===== config.mk =====
export PLATFORM = sky130hd
export DESIGN_NAME = memory_stage
export DESIGN_NICKNAME = d
export VERILOG_FILES = /design/src/rtl/memory_stage.sv
export SDC_FILE = /design/constraint.sdc
export NUM_CORES = 1
export LEC_CHECK = 0
export ABC_CLOCK_PERIOD_IN_PS = 4190
export BUFFER_PORTS_ARGS = -buffer_cell sky130_fd_sc_hd__buf_2
export CELL_PAD_IN_SITES_DETAIL_PLACEMENT = 0
export CELL_PAD_IN_SITES_GLOBAL_PLACEMENT = 1
export CORE_ASPECT_RATIO = 0.5
export CORE_MARGIN = 1.5
export CORE_UTILIZATION = 35
export CTS_CLUSTER_SIZE = 28
export DETAILED_ROUTE_END_ITERATION = 6
export GPL_TIMING_DRIVEN = 0
export PLACE_DENSITY_LB_ADDON = 0.08
export SYNTH_ARGS = -nofsm -noshare
export SYNTH_HDL_FRONTEND = slang
export SYNTH_SLANG_ARGS = --single-unit

===== constraint.sdc =====
create_clock -name clk -period 4.19 [get_ports clk]
set_input_delay 0.419 -clock clk [delete_from_list [all_inputs] [get_ports clk]]
set_output_delay 0.419 -clock clk [all_outputs]
set_load 0.01 [all_outputs]

===== src/rtl/memory_stage.sv =====
// MEM stage: registers Execute results, performs LOAD/STORE on a req/ack
// data-memory port, stalls upstream while an access is outstanding, and
// presents a one-cycle-valid writeback bundle.
module memory_stage #(
  parameter int unsigned DATA_W   = 16,
  parameter logic [4:0]  OP_LOAD  = 5'b01000,
  parameter logic [4:0]  OP_STORE = 5'b01001,
  parameter int unsigned TIMEOUT  = 8
) (
  input  logic              clk,
  input  logic              rst_n,
  input  logic              valid_in,
  input  logic [4:0]        control_in,
  input  logic [4:0]        dest_index_in,
  input  logic [DATA_W-1:0] result_in,
  input  logic [DATA_W-1:0] store_data_in,
  input  logic              reg_write_en_in,
  output logic              stall_out,
  output logic              mem_req,
  output logic              mem_we,
  output logic [DATA_W-1:0] mem_addr,
  output logic [DATA_W-1:0] mem_wdata,
  input  logic [DATA_W-1:0] mem_rdata,
  input  logic              mem_ack,
  output logic              wb_valid,
  output logic [4:0]        wb_control,
  output logic [4:0]        wb_dest_index,
  output logic [DATA_W-1:0] wb_data,
  output logic              wb_reg_write_en,
  output logic              mem_error
);

  localparam int unsigned CNT_W = (TIMEOUT > 2) ? $clog2(TIMEOUT) : 1;

  typedef enum logic {IDLE, BUSY} state_t;

  state_t             state, state_d;
  logic [CNT_W-1:0]   count, count_d;
  logic [4:0]         op_q, op_d;
  logic [4:0]         dest_q, dest_d;
  logic               lwe_q, lwe_d;
  logic               req_d, we_d, wbv_d, wbwe_d, err_d;
  logic [DATA_W-1:0]  addr_d, wdata_d, wbdata_d;
  logic [4:0]         wbc_d, wbdst_d;
  logic               is_mem_op;

  assign is_mem_op = (control_in == OP_LOAD) || (control_in == OP_STORE);
  assign stall_out = (state == BUSY);

  // State and registered outputs; reset abandons any outstanding access.
  always_ff @(posedge clk) begin
    if (!rst_n) begin
      state           <= IDLE;
      count           <= '0;
      op_q            <= '0;
      dest_q          <= '0;
      lwe_q           <= 1'b0;
      mem_req         <= 1'b0;
      mem_we          <= 1'b0;
      mem_addr        <= '0;
      mem_wdata       <= '0;
      wb_valid        <= 1'b0;
      wb_control      <= '0;
      wb_dest_index   <= '0;
      wb_data         <= '0;
      wb_reg_write_en <= 1'b0;
      mem_error       <= 1'b0;
    end else begin
      state           <= state_d;
      count           <= count_d;
      op_q            <= op_d;
      dest_q          <= dest_d;
      lwe_q           <= lwe_d;
      mem_req         <= req_d;
      mem_we          <= we_d;
      mem_addr        <= addr_d;
      mem_wdata       <= wdata_d;
      wb_valid        <= wbv_d;
      wb_control      <= wbc_d;
      wb_dest_index   <= wbdst_d;
      wb_data         <= wbdata_d;
      wb_reg_write_en <= wbwe_d;
      mem_error       <= err_d;
    end
  end

  // Next-state and next-output logic; wb_valid/mem_error default low so they pulse.
  always_comb begin
    state_d  = state;
    count_d  = count;
    op_d     = op_q;
    dest_d   = dest_q;
    lwe_d    = lwe_q;
    req_d    = mem_req;
    we_d     = mem_we;
    addr_d   = mem_addr;
    wdata_d  = mem_wdata;
    wbv_d    = 1'b0;
    wbc_d    = wb_control;
    wbdst_d  = wb_dest_index;
    wbdata_d = wb_data;
    wbwe_d   = wb_reg_write_en;
    err_d    = 1'b0;
    unique case (state)
      IDLE: begin
        if (valid_in) begin
          if (is_mem_op) begin
            op_d    = control_in;
            dest_d  = dest_index_in;
            lwe_d   = reg_write_en_in;
            addr_d  = result_in;
            wdata_d = store_data_in;
            we_d    = (control_in == OP_STORE);
            req_d   = 1'b1;
            count_d = '0;
            state_d = BUSY;
          end else begin
            wbv_d    = 1'b1;
            wbc_d    = control_in;
            wbdst_d  = dest_index_in;
            wbdata_d = result_in;
            wbwe_d   = reg_write_en_in;
          end
        end
      end
      BUSY: begin
        // Ack is tested before the timeout so a same-edge ack completes normally.
        if (mem_ack) begin
          req_d   = 1'b0;
          we_d    = 1'b0;
          wbv_d   = 1'b1;
          wbc_d   = op_q;
          wbdst_d = dest_q;
          if (op_q == OP_STORE) begin
            wbdata_d = mem_addr;
            wbwe_d   = 1'b0;
          end else begin
            wbdata_d = mem_rdata;
            wbwe_d   = lwe_q;
          end
          state_d = IDLE;
        end else if (count == CNT_W'(TIMEOUT - 1)) begin
          req_d    = 1'b0;
          we_d     = 1'b0;
          err_d    = 1'b1;
          wbv_d    = 1'b1;
          wbc_d    = op_q;
          wbdst_d  = dest_q;
          wbwe_d   = 1'b0;
          wbdata_d = '0;
          state_d  = IDLE;
        end else begin
          count_d = count + CNT_W'(1);
        end
      end
      default: state_d = IDLE;
    endcase
  end

endmodule

# Yosys cells after proc, flatten, opt, wreduce, memory -nomap -nowiden
# Index checks and enable logic that the tools add are counted.
[word_totals]
register_bits = 78
input_bits = 63
out_inout_bits = 64
[op_classes]
n_addsub = 1
n_eq_ne = 10
mux = 44
bitwise_logic = 2
reduce_logical = 6
[ops]
columns = ["cell", "count"]
rows = [
  ["two-way mux 16 bit", 5],
  ["two-way mux 5 bit", 8],
  ["case mux 16 bit (2 select lines)", 1],
  ["case mux 5 bit (2 select lines)", 2],
  ["two-way mux 1 bit", 18],
  ["== test 5 x 4 -> 1 bit, second input constant", 3],
  ["two-way mux 3 bit", 4],
  ["!= test 2 bit, second input constant", 5],
  ["case mux 1 bit (2 select lines)", 5],
  ["AND reduction 3 bit", 3],
  ["case mux 3 bit (2 select lines)", 1],
  ["AND reduction 4 bit", 1],
  ["adder 3 x 1 -> 3 bit, second input constant", 1],
  ["== test 3 bit, second input constant", 1],
  ["!= test 3 x 2 -> 1 bit, second input constant", 1],
  ["OR reduction 3 bit", 1],
  ["inverter 1 bit", 2],
  ["logical OR 1 bit", 1],
]

# Longest topological paths before layout
# Gate-level depths: netlist of run 1.
[logic_depth]
word_depth = 5
mapped_depth = 7

# Worst setup path after synthesis of run 1
# Ideal clock, no wire load.
[synth_timing]
path_kind = "flip-flop to flip-flop"
from = "register count[0]"
to = "register wb_control[0]"
setup_ns = 0.116
arrival_time_ns = 1.398
required_ns = 4.074
path_slack_ns = 2.676
stages_incl_launch_ff = 7
synth_period_minus_slack_ns = 1.514
path_cell_list = "dfxtp_1 > ha_1 > ha_1 > o21ai_1 > o21ai_2 > clkbuf_1 > o211a_1"
[synth_between]
elab_chain_cells = 3
[synth_rtl]
columns = ["item", "line_no", "rtl"]
rows = [
  ["start, declared", "38", "logic [CNT_W-1:0] count, count_d;"],
  ["start signal, assigned", "70", "count <= count_d;"],
  ["== test 3 bit", "142", "end else if (count == CNT_W'(TIMEOUT - 1)) begin"],
  ["!= test 3 x 2 -> 1 bit (no line)", "--", ""],
  ["AND reduction 3 bit (no line)", "--", ""],
  ["end signal, assigned", "79", "wb_control <= wbc_d;"],
  ["end, declared", "26", "output logic [4:0] wb_control,"],
]
# No other way between the ends.
# A chain may end at the register's enable or synchronous reset.

# Final worst setup path of run 1
[layout_timing]
from = "register count[0]"
to = "register wb_data[6]"
[layout_between]
elab_chain_cells = 3
[layout_rtl]
columns = ["item", "line_no", "rtl"]
rows = [
  ["== test 3 bit", "142", ""],
  ["!= test 3 x 2 -> 1 bit (no line)", "--", ""],
  ["AND reduction 3 bit (no line)", "--", ""],
  ["end signal, assigned", "81", "wb_data <= wbdata_d;"],
  ["end, declared", "28", "output logic [DATA_W-1:0] wb_data,"],
]
# No other way between the ends.

==> impl_metrics.yaml, run 1 <==
outcome:
  outcome: "completed"
finish:
  final_layout_size_suffix_gt1_share_pct: 29.7
  final_nets: 599
  area.growth.synth_to_final_pct: 32.4
  stdcell_area_um2: 4450
  finalNonFillerCells: 661
  fillers: 996
power_and_ir_drop:
  pwr-share-clk_pct: 46.0
  peakVddDrop_mv: 0.230
  power_density_nw_per_um2: 393
  switching_power_mw: 0.415
  p_comb_share_pct: 9.3
  p_int_mw: 1.33
  power_leakage_nw: 1.95
  seq_power_share_pct: 44.7
  sw_frac_of_total_pct: 23.7
floorplanning:
  core_area_um2: 9380
  rows: 25
  io-pin-count: 127
  dieArea_um2: 10200
  die_x_um: 142
  initial_utilization_pct: 35.8
  fp.dieH_um: 72.3
timing:
  finalSetupTns_ns: 0
  hold_viol: 0
  fmax_ghz: 0.516
  finalWorstPathRequiredPeriod_ns: 1.94
  slew_headroom_pct: 60.4
  holdWs_ns: 0.321
  rsz0062_at_grt: "no"
  setup_viol: 0
  fin_crit_sh_pct: 46.2
  fin_worst_skew_ns: 0.00887
  tightest_slew_ns: 0.594
  fin_ws_ns: 2.25
  maxSlewViolCount: 0
synth:
  synth_compound_area_share_pct: 24.3
  netlist_area_um2: 3360
  synth_top_family_by_area: "compound AO/OA/AOI/OAI gates"
  synth_top_cell_area_share_pct: 46.4
  synthSimpleGateAreaFrac_pct: 19.7
  synth_xor_area_share_pct: 0
  ys_ff_latch: 78
  synthTopCellsByArea: "dfxtp_1, nand2_1, a21boi_1"
  synth_area_leader_cell: "dfxtp_1"
  synthMuxAreaShare_pct: 2.98
  syn-instance-count: 398
  synth_fa_ha_area_share_pct: 0.744
  yosysWarnings: 0
  synth_seq_area_share_pct: 46.4
  syn-num-nets: 463
  avgSynthCellArea_um2: 8.45
  yosys.cell_types.count: 30
place:
  place_ws_ns: 2.21
  placed_area_um2: 4140
  io_buffers: 125
  dp.cells: 644
  hpwl_um: 7620
  gp_congestion: 0.750
cts:
  holdBufCountCts: 0
  clk_pin_slew_ns: 0.06
  cts_made_buffers: 9
  cts_tree: "built"
  clock_path_buffers: 2
  cts_root_buf: "clkbuf_16"
  htree_levels: 3
  numClockSinks: 78
  clkLatencyLatePin_ns: 0.33
  post_cts_resize_count: 0
  cts_setup_buffers: 0
routing:
  vias: 3341
  avgRoutedWirePerCell_um: 15.9
  drc: 0
  ant_nets: 0
  drt_pass1_iterations: 4
  vias_per_cell: 5.05
  wl_um: 10500
  dr.first_iter.drc_count: 169
worst_setup_path:
  critPathArrivalTime_ns: 2.15
  cpMostUsedCell: "ha_1"
  crit_required_ns: 4.41
  crit_path_cell_trace: "ha_1, ha_1, o21ai_1, o21ai_2, clkbuf_1, a21boi_0, a21oi_1"
  worstSetupPathType: "reg -> reg"
  cp-end-kind: "flop"
  worst_setup_path_start_kind: "flop"
  slowest_stage: "clkbuf_1"
  cpPeakStageDelay_ns: 0.42
  crit_fanout: 10
run:
  maxCapViolations: 0
global_routing:
  overflow: 0
  grtUsageTotal_pct: 21.0
  grt_pass1_vias: 3072
  grt_first_pass_wirelength_um: 16500
  grt_antenna_before_repair: 1
  grt_start_max_net_pins: 14
min_path:
  hold_path_class: "in -> reg"
-- power groups by stage --
| stage | Combinational, mW | Sequential [mW] | Clock [mW] |
|---|---|---|---|
| after floorplan | 0.0664 | 0.811 | 0 |
| after global placement | 0.163 | 0.799 | 0 |
| after detailed placement | 0.164 | 0.799 | 0 |
| after CTS | 0.164 | 0.782 | 0.821 |
| after global routing | 0.180 | 0.785 | 0.853 |
| final | 0.162 | 0.782 | 0.805 |
-- state kept, by name (all words and copies together), names as in the netlist, 3 cells and up --
register and cells:
mem_addr 16, mem_wdata 16, wb_data 16, dest_q 5
op_q 5, wb_control 5, wb_dest_index 5, count 3
-- cell families after synthesis --
| kind of cell | count (synthesis) |
|---|---|
| simple gates | 150 |
| compound gates | 119 |
| buf+inv | 39 |
| flops | 78 |
| mux | 10 |
| fa+ha+maj | 2 |
-- cell usage in the layout, fill, tap and decap left out, types with 3 or more instances in the layout --
cell type / count
a21oi_1: 10
and3_1: 4
nor3_1: 18
buf_6: 3
o211a_1: 10
nand3_1: 20
a21boi_1: 32
buf_4: 3
a21boi_0: 21
buf_2: 135
mux2i_1: 10
dfxtp_1: 78
a31oi_1: 24
clkbuf_16: 9
nand2_1: 100
clkbuf_1: 20
o21ai_0: 18
-- final cells by class --
| type | instances | area, µm² | share of cell area (%) |
|---|---|---|---|
| antenna | 1 | 2.50 | 0.0562 |
| sequential | 78 | 1560 | 35.1 |
| clock inverter | 5 | 56.3 | 1.27 |
| tap | 121 | 151 | 3.40 |
| inverter | 1 | 3.75 | 0.0843 |
| timing repair buffer | 125 | 626 | 14.1 |
| multi-input combinational | 281 | 1610 | 36.1 |
| clock buffer | 11 | 253 | 5.68 |
| buffer | 38 | 190 | 4.27 |
-- synthesized netlist by cell type (all sizes together) --
cell / instances
a31oi: 24
a21boi: 53
inv: 1
or3: 1
clkbuf: 21
and2: 2
nor3: 18
buf: 17
or2: 1
nand2: 100
dfxtp: 78
nor4b: 1
a32oi: 1
and3: 4
o211a: 10
ha: 2
nand3: 20
nand2b: 2
o21ai: 20
o21a: 1
nand4bb: 1
a21oi: 10
mux2i: 10
-- routing by layer --
layer,share of wire (%),global-route usage (%),up-vias,wire [µm]
li1,-,-,1666,-
met1,50,29.9,1567,5250
met2,41,30.7,103,4310
met3,8.5,7.72,5,889
met4,0.45,3.78,0,47
met5,0,0,-,0
-- metrics by stage --
stage	total power, mW	utilization (%)
final	1.75	47.4
after global routing	1.82	47.4
after detailed placement	0.962	44.1
after global placement	0.962	44.1
after floorplan	0.877	-
after CTS	1.77	47.4
-- path summary, 6_finish.rpt --
path / slack, ns / cells after the start / endpoint / startpoint
min: 0.32 / 3 / mem_wdata[11] / store_data_in[11]
max reg2reg: 2.25 / 7 / wb_data[6] / count[0]
max: 2.25 / 7 / wb_data[6] / count[0]
min reg2reg: 0.45 / 2 / mem_wdata[6] / mem_wdata[6]
-- critical path: cells and delay by family (launching register included) --
family | cells | cell delay (ns)
fa+ha+maj | 2 | 0.37
buf+inv | 1 | 0.42
compound gates | 4 | 0.69
flops | 1 | 0.35
No activity file was read; power rests on OpenSTA's default activity.
==> run 2, diff against run 1 <==
- ABC_CLOCK_PERIOD_IN_PS: 4190 -> 1770
- CORE_UTILIZATION: 35 -> 32
- clock period: 4.19 -> 1.77 ns (I/O delays scaled with it)
==> run 2 against run 1 <==
Register-to-register slack lost 2.2 ns. Wire length grew 3.2%. Sequential power grew 140%. Critical path type unchanged. Critical path depth shrank 1. Largest power group unchanged. Clock power grew to 2.6 times the previous value. Non-clock buffer count grew 3. Fmax grew 16%. Via count shrank 2.3%. Sequential cell count is the same. Sequential share of layout area shrank 0.85 points. Cell area grew 2.5%.
==> impl_metrics.yaml, run 2 (synthesis gave the netlist of run 1 again) <==
routing:
  dr.first_iter.drc_count: 131
  drt_pass1_iterations: 4
  wl_um: 10800
  vias: 3264
  vias_per_cell: 4.79
  drc: 0
  avgRoutedWirePerCell_um: 15.9
  ant_nets: 0
worst_setup_path:
  reg2reg_to: "wb_dest_index[1]"
  crit_required_ns: 2.00
  worst_setup_path_start_kind: "flop"
  critPathArrivalTime_ns: 1.90
  cp-startpoint: "count[0]"
  worstSetupPathType: "reg -> reg"
  regToRegStartpoint: "count[0]"
  crit_fanout: 10
  cp-end-kind: "flop"
  cp-endpoint: "wb_dest_index[1]"
  r2r_slack_ns: 0.1
  reg2reg_depth: 6
timing:
  slew_headroom_pct: 62.6
  fin_crit_sh_pct: 94.4
  finalWorstPathRequiredPeriod_ns: 1.67
  rsz0062_at_grt: "no"
  holdWs_ns: 0.0719
  hold_viol: 0
  tightest_slew_ns: 0.561
  setup_viol: 0
  fmax_ghz: 0.598
  maxSlewViolCount: 0
  fin_ws_ns: 0.0985
  fin_worst_skew_ns: 0.00845
  finalSetupTns_ns: 0
outcome:
  outcome: "completed"
cts:
  clkLatencyLatePin_ns: 0.34
  numClockSinks: 78
  holdBufCountCts: 0
  clk_pin_slew_ns: 0.06
  clock_path_buffers: 2
  cts_tree: "built"
  htree_levels: 3
  cts_root_buf: "clkbuf_16"
  cts_made_buffers: 9
floorplanning:
  core_area_um2: 10200
  die_x_um: 148
  rows: 26
  dieArea_um2: 11200
  initial_utilization_pct: 32.9
  io-pin-count: 127
  fp.dieH_um: 75.5
finish:
  stdcell_area_um2: 4560
  largestRegisters: "mem_addr x16, mem_wdata x16, wb_data x16"
  area.growth.synth_to_final_pct: 35.7
  final_common_cell: "buf_2"
  final_layout_size_suffix_gt1_share_pct: 31.9
  antenna_cells: 0
  layout_common_cells: "buf_2, nand2_1, dfxtp_1, a21boi_1, a31oi_1"
  final_nets: 602
global_routing:
  grt_first_pass_wirelength_um: 16600
  grtUsageTotal_pct: 19.9
  grt_start_max_net_pins: 14
  grt_pass1_vias: 3065
  grt_antenna_before_repair: 1
  overflow: 0
power_and_ir_drop:
  power_leakage_nw: 2.00
  total_power_mw: 4.35
  peakVddDrop_mv: 0.401
  power_density_nw_per_um2: 953
place:
  placed_area_um2: 4160
  gp_congestion: 0.745
  io_buffers: 125
  place_ws_ns: -0.195
  hpwl_um: 7760
run:
  maxCapViolations: 0
min_path:
  hold_path_class: "in -> reg"
-- run 2: critical path: stages (launching register included) --
cell	delay (ns)
dfxtp_1	0.33
ha_1	0.20
ha_2	0.20
o21ai_2	0.22
o21ai_4	0.14
clkbuf_2	0.23
o211a_1	0.24
-- run 2: routing by layer --
| layer | track usage [%] | part of all wire, % | vias up |
|---|---|---|---|
| met5 | 0 | 0 | - |
| met2 | 28.7 | 40 | 96 |
| met3 | 7.78 | 7.7 | 8 |
| met1 | 28.0 | 52 | 1494 |
| met4 | 4.62 | 0.71 | 0 |
| li1 | - | - | 1666 |
-- run 2: stage by stage --
step | utilization (%) | std cells
after floorplan | - | 398
after global placement | 40.8 | 663
after detailed placement | 40.8 | 663
after CTS | 44.3 | 679
after global routing | 44.6 | 682
final | 44.6 | 682
-- run 2: report_power, final --
group	switching (mW)	leakage (nW)	internal [mW]
clock	0.739	0.165	1.36
sequential	0.0326	0.636	1.82
combinational	0.219	1.20	0.180
-- run 2: worst min-delay path by stage --
stage | from | end | slack (ns) | depth (start not counted)
2_1_floorplan | dest_index_in[0] | dest_q[0] | 0.31 | 2
3_3_place_gp | store_data_in[9] | mem_wdata[9] | 0.42 | 3
3_5_place_dp | store_data_in[8] | mem_wdata[8] | 0.42 | 3
4_1_cts | store_data_in[8] | mem_wdata[8] | 0.06 | 3
5_1_grt | store_data_in[13] | mem_wdata[13] | 0.07 | 3
6_report | store_data_in[9] | mem_wdata[9] | 0.07 | 3
-- run 2: area by class of cell --
cell class	instances	area (µm²)
Buffer	38	209
Clock buffer	12	267
Clock inverter	4	76.3
Fill cell	1116	5650
Inverter	1	3.75
Multi-Input combinational cell	281	1620
Sequential cell	78	1560
Tap cell	140	175
Timing Repair Buffer	128	648
-- run 2: timing repair --
item	4_1_cts	5_1_grt
endpoints found under the setup margin	28	28
resized for setup	8	17
hold endpoints to repair	0	0
pin swaps	0	2
buffers inserted	0	3
